--- src/rtl/walk_register.sv ---
// Sticky pedestrian walk-request flag with wait-age, timeout and press-count reporting.
// Every output is registered. A clear from the controller takes priority over a new press.
module walk_register #(
    parameter int AGE_W    = 16,
    parameter int MAX_WAIT = 1000,
    parameter int CNT_W    = 4
) (
    input  logic             clk,
    input  logic             rst_n,
    input  logic             WR_Sync,
    input  logic             WR_Reset,
    output logic             WR,
    output logic             WR_Set,
    output logic [AGE_W-1:0] WR_Age,
    output logic             WR_Timeout,
    output logic [CNT_W-1:0] WR_Presses
);

    localparam logic [AGE_W-1:0] LP_MAX_WAIT = AGE_W'(MAX_WAIT);
    localparam logic [AGE_W-1:0] LP_AGE_ONE  = {{(AGE_W-1){1'b0}}, 1'b1};
    localparam logic [CNT_W-1:0] LP_CNT_ONE  = {{(CNT_W-1){1'b0}}, 1'b1};

    logic             r_wr;
    logic             r_set;
    logic [AGE_W-1:0] r_age;
    logic             r_timeout;
    logic [CNT_W-1:0] r_presses;
    logic             r_sync_d;

    logic             w_rise;
    logic             w_wr_nxt;
    logic             w_set_nxt;
    logic [AGE_W-1:0] w_age_nxt;
    logic             w_timeout_nxt;
    logic [CNT_W-1:0] w_presses_nxt;

    function automatic logic [AGE_W-1:0] sat_inc_age(input logic [AGE_W-1:0] v);
        return (&v) ? v : v + LP_AGE_ONE;
    endfunction

    function automatic logic [CNT_W-1:0] sat_inc_cnt(input logic [CNT_W-1:0] v);
        return (&v) ? v : v + LP_CNT_ONE;
    endfunction

    always_comb begin
        w_rise        = WR_Sync & ~r_sync_d;
        w_wr_nxt      = r_wr;
        w_set_nxt     = 1'b0;
        w_age_nxt     = r_age;
        w_timeout_nxt = 1'b0;
        w_presses_nxt = r_presses;
        if (WR_Reset) begin
            w_wr_nxt      = 1'b0;
            w_age_nxt     = '0;
            w_presses_nxt = '0;
        end else begin
            if (!r_wr && WR_Sync) begin
                w_wr_nxt  = 1'b1;
                w_set_nxt = 1'b1;
                w_age_nxt = '0;
            end else if (r_wr) begin
                w_age_nxt = sat_inc_age(r_age);
            end
            if (w_rise) begin
                w_presses_nxt = sat_inc_cnt(r_presses);
            end
            // Timeout is derived from the age being loaded so both change on the same edge.
            w_timeout_nxt = w_wr_nxt && (w_age_nxt >= LP_MAX_WAIT);
        end
    end

    always_ff @(posedge clk) begin
        if (!rst_n) begin
            r_wr      <= 1'b0;
            r_set     <= 1'b0;
            r_age     <= '0;
            r_timeout <= 1'b0;
            r_presses <= '0;
            r_sync_d  <= 1'b0;
        end else begin
            r_wr      <= w_wr_nxt;
            r_set     <= w_set_nxt;
            r_age     <= w_age_nxt;
            r_timeout <= w_timeout_nxt;
            r_presses <= w_presses_nxt;
            // Tracks the button even during a clear, so a held button is not a new edge afterwards.
            r_sync_d  <= WR_Sync;
        end
    end

    assign WR         = r_wr;
    assign WR_Set     = r_set;
    assign WR_Age     = r_age;
    assign WR_Timeout = r_timeout;
    assign WR_Presses = r_presses;

endmodule

--- config.mk ---
export PLATFORM = sky130hd
export DESIGN_NAME = walk_register
export DESIGN_NICKNAME = d
export VERILOG_FILES = /design/src/rtl/walk_register.sv
export SDC_FILE = /design/constraint.sdc
export NUM_CORES = 1
export LEC_CHECK = 0
export BUFFER_PORTS_ARGS = -buffer_cell sky130_fd_sc_hd__buf_2
export CAP_MARGIN = 20
export CORE_MARGIN = 5
export CORE_UTILIZATION = 50
export DETAILED_ROUTE_END_ITERATION = 8
export HOLD_SLACK_MARGIN = 0.08
export PLACE_DENSITY = 0.74
export SLEW_MARGIN = 30
export SYNTH_ARGS = -nofsm -noshare
export SYNTH_HDL_FRONTEND = slang
export SYNTH_SLANG_ARGS = --single-unit
--- constraint.sdc ---
create_clock -name clk -period 2.6 [get_ports clk]
set_input_delay 0.26 -clock clk [delete_from_list [all_inputs] [get_ports clk]]
set_output_delay 0.26 -clock clk [all_outputs]
set_load 0.02 [all_outputs]
==> results of run 1 <==
## metal layers
layer	track usage (%)	wire (um)
met3	1.96	103
met1	20.1	1210
met2	26.8	1200
met5	0	0
met4	4.85	23
## cell type report
class	instances	area (sq um)	share of cell area, %
clock buffer	4	36.3	2.61
inverter	3	11.3	0.809
multi-input combinational	111	692	49.7
sequential	24	480	34.5
tap	28	35.0	2.52
timing repair buffer	27	138	9.88
## state kept, by name (all words and copies together), names as in the netlist
register,count
WR_Timeout,1
WR,1
WR_Set,1
WR_Age,16
r_sync_d,1
WR_Presses,4
## how the worst min path moves through the flow
stage / cells past startpoint / start / slack (ns) / endpoint
6_report: 2 / rst_n / 0.18 / r_sync_d
5_1_grt: 2 / rst_n / 0.17 / r_sync_d
4_1_cts: 2 / rst_n / 0.17 / r_sync_d
3_5_place_dp: 2 / rst_n / 0.51 / r_sync_d
3_3_place_gp: 2 / rst_n / 0.49 / r_sync_d
2_1_floorplan: 2 / WR_Sync / 0.38 / WR
## cells in the final DEF, fill, tap and decap left out, types with 2 or more instances in the layout
| master | instances |
|---|---|
| sky130_fd_sc_hd__dfxtp_1 | 24 |
| sky130_fd_sc_hd__nand2b_1 | 3 |
| sky130_fd_sc_hd__nand4_1 | 4 |
| sky130_fd_sc_hd__nor2b_1 | 2 |
| sky130_fd_sc_hd__nor2_1 | 25 |
| sky130_fd_sc_hd__a21oi_1 | 3 |
| sky130_fd_sc_hd__buf_2 | 26 |
| sky130_fd_sc_hd__nor3_1 | 7 |
| sky130_fd_sc_hd__clkbuf_4 | 3 |
| sky130_fd_sc_hd__and4_1 | 2 |
| sky130_fd_sc_hd__nand3_1 | 9 |
| sky130_fd_sc_hd__and2_1 | 2 |
| sky130_fd_sc_hd__nand2_1 | 13 |
| sky130_fd_sc_hd__mux2_2 | 2 |
| sky130_fd_sc_hd__and3_1 | 4 |
| sky130_fd_sc_hd__ha_1 | 2 |
| sky130_fd_sc_hd__mux2i_1 | 4 |
| sky130_fd_sc_hd__inv_1 | 3 |
| sky130_fd_sc_hd__xor2_1 | 5 |
| sky130_fd_sc_hd__o21ai_0 | 2 |
| sky130_fd_sc_hd__xnor2_1 | 8 |
## critical path, cell delays in order, from the launching register on
cell                       delay [ns]
sky130_fd_sc_hd__dfxtp_1         0.42
sky130_fd_sc_hd__ha_1            0.24
sky130_fd_sc_hd__nand4_1         0.20
sky130_fd_sc_hd__or4_1           0.65
sky130_fd_sc_hd__mux2i_1         0.21
sky130_fd_sc_hd__nand3_1         0.09
sky130_fd_sc_hd__o311ai_0        0.32
sky130_fd_sc_hd__o41ai_1         0.12
## power breakdown
part / internal, mW / total [mW] / switching, mW
registers: 0.371 / 0.373 / 0.00231
logic: 0.0101 / 0.0293 / 0.0193
clock network: 0.0855 / 0.194 / 0.109
## per-stage QoR
stage	setup slack, ns	total power [mW]
detailed placement	0.232	0.411
floorplan	0.281	0.401
global route	0.0179	0.621
finish	0.259	0.597
CTS	0.230	0.603
global placement	0.318	0.410
## kinds of logic after synthesis
group	share of synthesized area, %
and+or+nand+nor	31.4
DFF	39.8
AOI/OAI and AO/OA	9.21
xor gates and xnor gates	9.42
buffers and inverters	3.00
muxes	5.18
adders and majority gates	2.07
==> out/metrics.cfg, run 1 <==
[outcome]
run_status=finished clean

[floorplanning]
overall_die_area_sq_mm=0.00350
die-height_um=59.2
initial_standard_cell_utilization_of_the_core_pct=53.6
core-area_sq_mm=0.00225
fp.dieW_um=59.2
rows=17
num_io_pins=27

[grt]
track_usage_pct=15.6
grt_pass1_wl_mm=4.31
antenna_found_initial=0
global_route.overflow_total=0
grt_pass1_vias=982
pin_count_of_the_biggest_net_entering_global_routing=15

[cts]
number_of_buffers_inserted_during_clock_tree_synthesis=3
cts.clk_slew.worst_paths_ns=0.13
clock_latency_ns=0.31
tritoncts=yes
cts_htree_levels=1
clock_tree_buffer_depth=2
root_buffer=sky130_fd_sc_hd__clkbuf_4
number_of_setup_buffers_added_after_cts=0
post_cts_hold_buffer_count=0
post_cts_resize_count=0
clock_sinks=24

[hold_path]
holdCritPathClass=in -> reg

[yosys]
synthesis.yosys.warnings=0
netlist.top_cell.by_area=sky130_fd_sc_hd__dfxtp_1
top_count_cell_post_synth=sky130_fd_sc_hd__nor2_1
asyncSetResetFlopFracSynth_pct=0
post_synth_main_area_contributors=sky130_fd_sc_hd__dfxtp_1 40%, sky130_fd_sc_hd__nor2_1 7.8%, sky130_fd_sc_hd__xnor2_1 5.8%
synth_sequential_area_ratio_pct=39.8
synth.cells.most_frequent=25 x sky130_fd_sc_hd__nor2_1, 24 x sky130_fd_sc_hd__dfxtp_1, 13 x sky130_fd_sc_hd__nand2_1
synth_seq_cells=24
unique_cell_type_count_in_the_yosys_netlist=36
syn_area_per_cell_sq_um=8.45
netlist_area_pre_place_sq_mm=0.00121
syn-num-nets=149
synth_largest_type_area_fraction_pct=39.8
post_synth_inst_count=143
count_of_flip_flops_with_a_built_in_enable_after_synthesis=0
synth_top_flop_cell=sky130_fd_sc_hd__dfxtp_1

[timing]
fin_tns_setup_ns=0
final-hold-violation-count=0
drv_slew=0
grt_setup_unrepaired=false
worst_pin_slew_ns=0.623
timing.max_slew.rel_slack_pct=58.2
min_period_over_period_pct=90.0
fin_skew_ns=0.00581
clock.fmax_mhz=427
report.final.setup_viol=0
min_period_ns=2.34
holdWs_ns=0.178

[place]
dp_cells=193
hpwlAfterDp_mm=1.98
port_buffers=26
placed_cell_area_sq_mm=0.00136
gpl.final_weighted_congestion=0.890

[final_layout]
final_net_count=176
layout.filler_cells=222
antennaDiodeCount=0
finalNonFillerCells=197
drive_gt1_share_pct=21.9
final_core_utilization_pct=61.8
area_growth_pct=15.2
final_cell_area_sq_mm=0.00139

[power_and_ir_drop]
ratio_of_total_power_to_cell_area_mw_per_mm2=429
ir_drop_worst_vdd_mv=0.311
leakage_nw=0.568

[setup_path]
criticalPathCategory=reg -> reg
timing_endpoint_of_the_critical_path=WR_Timeout
worst-path-max-fanout=5
timing.critical_path.from_type=flip-flop
rr_worst_depth=7
cp-startpoint=WR_Age[0]
reg2reg_to=WR_Timeout
r2r_slack_ns=0.26
critPathRequiredTime_ns=2.80
cp.arrival_ns=2.54
worstSetupEndpointType=flip-flop
worst_r2r_start=WR_Age[0]

[route]
dr.first_iter.drc_count=16
remaining_drc_errors=0
detail-route-antenna-nets=0
via_per_inst=5.43
routed_wire_length_per_instance_um=12.9
wl_mm=2.54
routed-via-count=1070
drt_pre_antenna_iters=4

[run]
cap_viol_max_count=0

Note: power is estimated with default switching activity, not from simulation.
==> inputs of run 2 (changes only) <==
--- a/config.mk
+++ b/config.mk
@@ -5,13 +5,15 @@
 export SDC_FILE = /design/constraint.sdc
 export NUM_CORES = 1
 export LEC_CHECK = 0
+export ABC_AREA = 1
 export BUFFER_PORTS_ARGS = -buffer_cell sky130_fd_sc_hd__buf_2
 export CAP_MARGIN = 20
+export CORE_ASPECT_RATIO = 0.9
 export CORE_MARGIN = 5
 export CORE_UTILIZATION = 50
 export DETAILED_ROUTE_END_ITERATION = 8
 export HOLD_SLACK_MARGIN = 0.08
-export PLACE_DENSITY = 0.74
+export PLACE_DENSITY = 0.72
 export SLEW_MARGIN = 30
 export SYNTH_ARGS = -nofsm -noshare
 export SYNTH_HDL_FRONTEND = slang
==> out/metrics.cfg, run 2 <==
[yosys]
top_count_cell_post_synth=sky130_fd_sc_hd__nand2_1
synthesis.yosys.warnings=0
unique_cell_type_count_in_the_yosys_netlist=25
synth.cells.most_frequent=66 x sky130_fd_sc_hd__nand2_1, 40 x sky130_fd_sc_hd__nor2_1, 36 x sky130_fd_sc_hd__inv_1
syn_area_per_cell_sq_um=6.08
post_synth_inst_count=241
synth_sequential_area_ratio_pct=32.8
asyncSetResetFlopFracSynth_pct=0
post_synth_main_area_contributors=sky130_fd_sc_hd__dfxtp_1 33%, sky130_fd_sc_hd__nand2_1 17%, sky130_fd_sc_hd__nand3_1 11%
netlist.top_cell.by_area=sky130_fd_sc_hd__dfxtp_1
netlist_area_pre_place_sq_mm=0.00147
synth_top_flop_cell=sky130_fd_sc_hd__dfxtp_1
count_of_flip_flops_with_a_built_in_enable_after_synthesis=0
synth_largest_type_area_fraction_pct=32.8
syn-num-nets=247
synth_seq_cells=24

[floorplanning]
core-area_sq_mm=0.00277
fp.dieW_um=67.1
num_io_pins=27
initial_standard_cell_utilization_of_the_core_pct=52.9
rows=18
die-height_um=61.4
overall_die_area_sq_mm=0.00411

[timing]
min_period_ns=2.08
final-hold-violation-count=0
drv_slew=0
min_period_over_period_pct=80.1
fin_tns_setup_ns=0
worst_pin_slew_ns=0.524
fin_skew_ns=0.0138
clock.fmax_mhz=480
grt_setup_unrepaired=false
report.final.setup_viol=0
timing.max_slew.rel_slack_pct=65.0

[cts]
post_cts_resize_count=0
root_buffer=sky130_fd_sc_hd__clkbuf_4
tritoncts=yes
number_of_buffers_inserted_during_clock_tree_synthesis=3
cts.clk_slew.worst_paths_ns=0.15
post_cts_hold_buffer_count=0
clock_latency_ns=0.33
clock_sinks=24
number_of_setup_buffers_added_after_cts=0
clock_tree_buffer_depth=2
cts_htree_levels=1

[setup_path]
rr_worst_depth=10
critPathRequiredTime_ns=2.84
worst-path-max-fanout=7
reg2reg_to=WR_Timeout
worstSetupEndpointType=flip-flop
r2r_slack_ns=0.52
worst_r2r_start=WR_Age[0]
criticalPathCategory=reg -> reg
cp.arrival_ns=2.32
cp-startpoint=WR_Age[0]
timing.critical_path.from_type=flip-flop

[route]
wl_met3_um=275
top_signal_layer_used=met4
route.met2.wl_mm=1.62
detail-route-antenna-nets=0
remaining_drc_errors=0
dr.first_iter.drc_count=155
drt_pre_antenna_iters=4
met1_length_mm=1.74
routed_wire_length_per_instance_um=11.9
via_per_inst=5.05
routed-via-count=1556
wl_mm=3.65

[final_layout]
mostFrequentLayoutCells=66 x sky130_fd_sc_hd__nand2_1, 40 x sky130_fd_sc_hd__nor2_1, 36 x sky130_fd_sc_hd__inv_1
final_net_count=275
area_growth_pct=14.8
antennaDiodeCount=0
largest_register_ff_count=16
final_core_utilization_pct=60.7
layout_commonest_cell=sky130_fd_sc_hd__nand2_1
final_cell_area_sq_mm=0.00168
drive_gt1_share_pct=15.7

[hold_path]
hold_path_end=r_sync_d
hold_start=rst_n
holdCritPathClass=in -> reg
whs_path_depth=3

[power_and_ir_drop]
leakage_nw=0.892
ratio_of_total_power_to_cell_area_mw_per_mm2=433
ir_drop_worst_vdd_mv=0.304

[place]
hpwlAfterDp_mm=2.79
placed_cell_area_sq_mm=0.00163
port_buffers=26
gpl.final_weighted_congestion=0.856

[grt]
pin_count_of_the_biggest_net_entering_global_routing=15
antenna_found_initial=0
grt_pass1_vias=1351
grt_pass1_wl_mm=6.18
global_route.overflow_total=0
track_usage_pct=19.6

[outcome]
run_status=finished clean

[run]
cap_viol_max_count=0

==> run 2: layout make-up <==
class                           instances  area [sq um]
Fill cell                             288          1090
Multi-Input combinational cell        177           826
Sequential cell                        24           480
Timing Repair Buffer                   27           138
Inverter                               36           135
Tap cell                               40          50.0
Clock inverter                          1          30.0
Clock buffer                            3          22.5
==> run 2: cells by family after synthesis <==
family	after synthesis	share of synthesized area (%)
AO/OA/AOI/OAI	12	4.36
XOR/XNOR	5	2.99
adder cells (fa/ha/maj)	2	1.71
buffers and inverters	40	10.8
flip-flops	24	32.8
AND/OR/NAND/NOR	158	47.3
==> run 2: where the power goes <==
group / switching, mW / leakage [nW] / internal, mW / total [mW]
logic: 0.0418 / 0.669 / 0.0211 / 0.0628
registers: 0.00919 / 0.194 / 0.374 / 0.384
clock network: 0.126 / 0.0279 / 0.156 / 0.282
==> run 2: worst max-delay path by stage <==
| stage | to | depth (start not counted) | slack, ns |
|---|---|---|---|
| 4_1_cts | WR_Timeout | 10 | 0.55 |
| 3_3_place_gp | WR_Timeout | 10 | 0.66 |
| 6_report | WR_Timeout | 10 | 0.52 |
| 5_1_grt | WR_Timeout | 10 | 0.26 |
| 3_5_place_dp | WR_Timeout | 10 | 0.58 |
| 2_1_floorplan | WR_Timeout | 10 | 0.71 |
==> run 2: through the flow <==
stage / setup slack [ns] / instances / hold WS, ns / power (mW)
finish: 0.517 / 308 / 0.128 / 0.728
detailed placement: 0.578 / 304 / 0.467 / 0.454
floorplan: 0.709 / 241 / 0.353 / 0.436
global route: 0.260 / 308 / 0.146 / 0.757
global placement: 0.665 / 304 / 0.461 / 0.454
CTS: 0.550 / 308 / 0.115 / 0.734
==> run 2: worst max-delay path, cell delays in order, from the launching register on <==
cell,delay [ns]
sky130_fd_sc_hd__dfxtp_1,0.50
sky130_fd_sc_hd__ha_1,0.32
sky130_fd_sc_hd__nand3_2,0.18
sky130_fd_sc_hd__nor3_1,0.26
sky130_fd_sc_hd__nand3_1,0.10
sky130_fd_sc_hd__o21ai_0,0.25
sky130_fd_sc_hd__nand2_1,0.09
sky130_fd_sc_hd__nor2_1,0.09
sky130_fd_sc_hd__nand2_1,0.05
sky130_fd_sc_hd__nor2_1,0.09
sky130_fd_sc_hd__nor2_1,0.05
==> run 2: per-layer routing <==
metal / up-vias / GRT usage, %
li1: 803 / -
met1: 700 / 27.3
met2: 51 / 31.2
met3: 2 / 4.74
met4: 0 / 4.05
met5: - / 0
==> inputs of run 3 (changes only) <==
--- a/config.mk
+++ b/config.mk
@@ -5,15 +5,15 @@
 export SDC_FILE = /design/constraint.sdc
 export NUM_CORES = 1
 export LEC_CHECK = 0
-export ABC_AREA = 1
+export ABC_AREA = 0
 export BUFFER_PORTS_ARGS = -buffer_cell sky130_fd_sc_hd__buf_2
 export CAP_MARGIN = 20
 export CORE_ASPECT_RATIO = 0.9
 export CORE_MARGIN = 5
-export CORE_UTILIZATION = 50
+export CORE_UTILIZATION = 47
 export DETAILED_ROUTE_END_ITERATION = 8
 export HOLD_SLACK_MARGIN = 0.08
-export PLACE_DENSITY = 0.72
+export PLACE_DENSITY = 0.73
 export SLEW_MARGIN = 30
 export SYNTH_ARGS = -nofsm -noshare
 export SYNTH_HDL_FRONTEND = slang
==> constraint.sdc (replaced) <==
create_clock -name clk -period 1.9 [get_ports clk]
set_input_delay 0.19 -clock clk [delete_from_list [all_inputs] [get_ports clk]]
set_output_delay 0.19 -clock clk [all_outputs]
set_load 0.02 [all_outputs]
==> out/metrics.cfg, run 3 (same netlist as run 1, synthesis figures left out) <==
[grt]
grt_pass1_vias=1160
global_route.overflow_total=0
pin_count_of_the_biggest_net_entering_global_routing=15
antenna_found_initial=0
track_usage_pct=18.5
grt_pass1_wl_mm=5.46

[setup_path]
cp.arrival_ns=2.11
cp_num_cells=7
timing.critical_path.buf_inv=1
max_stage_delay_on_crit_path_ns=0.37
rr_worst_depth=7
timing.critical_path.from_type=flip-flop
timing.critical_path.max_delay_family=simple AND/OR/NAND/NOR gates
criticalPathCategory=reg -> reg
worstPathCellList=nand3_2 -> buf_4 -> nor3_4 -> and3_1 -> mux2_2 -> o311ai_2 -> o41ai_1
worstSetupEndpointType=flip-flop
worst-path-max-fanout=3
critPathRequiredTime_ns=2.13
worst_path_max_delay_cell=sky130_fd_sc_hd__dfxtp_4

[cts]
post_cts_hold_buffer_count=0
clock_tree_buffer_depth=2
root_buffer=sky130_fd_sc_hd__clkbuf_4
tritoncts=yes
cts.clk_slew.worst_paths_ns=0.14
number_of_buffers_inserted_during_clock_tree_synthesis=3
clock_sinks=24
clock_latency_ns=0.33
cts_htree_levels=1

[final_layout]
drive_gt1_share_pct=42.9
final_core_utilization_pct=66.9
mostFrequentLayoutCells=26 x sky130_fd_sc_hd__buf_2, 25 x sky130_fd_sc_hd__nor2_1, 21 x sky130_fd_sc_hd__buf_4
layout.filler_cells=195
finalNonFillerCells=217
multi_input_comb_area_sq_um=756
largest_register_ff_count=16
layout_commonest_cell=sky130_fd_sc_hd__buf_2
antennaDiodeCount=0
final_net_count=196
regArea_sq_um=509
area_growth_pct=36.6
final_cell_area_sq_mm=0.00165

[timing]
final-hold-violation-count=0
drv_slew=0
min_period_ns=1.89
worst_pin_slew_ns=0.500
clock.fmax_mhz=530
timing.max_slew.rel_slack_pct=66.6
fin_skew_ns=0.00282
grt_setup_unrepaired=true
report.final.setup_viol=0
holdWs_ns=0.0946
min_period_over_period_pct=99.4

[route]
via_per_inst=5.42
wl_mm=3.21
routed_wire_length_per_instance_um=14.8
drt_pre_antenna_iters=4
remaining_drc_errors=0
dr.first_iter.drc_count=63
routed-via-count=1176
detail-route-antenna-nets=0

[hold_path]
holdCritPathClass=in -> reg
whs_path_depth=2

[outcome]
run_status=finished clean

[power_and_ir_drop]
power_mw=0.930
ir_drop_worst_vdd_mv=0.477
ratio_of_total_power_to_cell_area_mw_per_mm2=563
leakage_nw=0.705

[floorplanning]
initial_standard_cell_utilization_of_the_core_pct=49.0
rows=17
num_io_pins=27
core-area_sq_mm=0.00247
overall_die_area_sq_mm=0.00369
fp.dieW_um=63.5
die-height_um=58.1

[place]
dp_cells=212
hpwlAfterDp_mm=2.41
placed_cell_area_sq_mm=0.00156
gpl.final_weighted_congestion=0.858
port_buffers=26

[run]
cap_viol_max_count=0

==> run 3: changes by cell type in the layout (fill, tap and decap cells not counted), sizes merged, moves of 5 or more <==
cell   previous run  this run
buf              27        47
inv              36         3
nand2            69        13
nand3            33        10
nor2             44        25
o21ai             7         2
xnor2             1         8
==> run 3: what timing repair did <==
action / in CTS / in global routing
endpoints found under the setup margin: 1 / 3
gates cloned: 0 / 0
gates resized for setup: 3 / 3
hold endpoints to repair: 0 / 0
pin swaps: 2 / 1
buffers inserted: 1 / 0
==> run 3: layout make-up <==
cell class | instances | share of cell area [%]
inverter | 3 | 0.682
clock buffer | 3 | 1.36
timing repair buffer | 47 | 17.4
clock inverter | 1 | 1.82
sequential | 24 | 30.8
multi-input combinational | 111 | 45.8
tap | 28 | 2.12
==> run 3: worst paths after layout <==
check | end | slack (ns) | start
max | WR_Timeout | 0.01 | WR_Age[8]
min | r_sync_d | 0.09 | rst_n
max reg2reg | WR_Timeout | 0.01 | WR_Age[8]
min reg2reg | WR | 0.54 | WR
==> run 3: routing by layer <==
layer / global-route usage [%] / up-vias / routed length (um)
met2: 31.2 / 37 / 1580
met1: 23.7 / 544 / 1430
met3: 3.49 / 3 / 177
met5: 0 / - / 0
li1: - / 592 / -
met4: 6.23 / 0 / 24
==> run 3: per-stage QoR <==
stage	TNS (ns)	worst slack, ns
6_report	0	0.0115
3_5_place_dp	0	0.0186
5_1_grt	-0.102	-0.102
2_1_floorplan	0	0.000376
4_1_cts	-0.00243	-0.00243
3_3_place_gp	0	0.0434
==> run 3: report_power, final <==
| part | switching [mW] | total, mW | internal [mW] |
|---|---|---|---|
| sequential | 0.00381 | 0.506 | 0.502 |
| clock | 0.166 | 0.380 | 0.214 |
| combinational | 0.0279 | 0.0440 | 0.0160 |
| total | 0.198 | 0.930 | 0.732 |
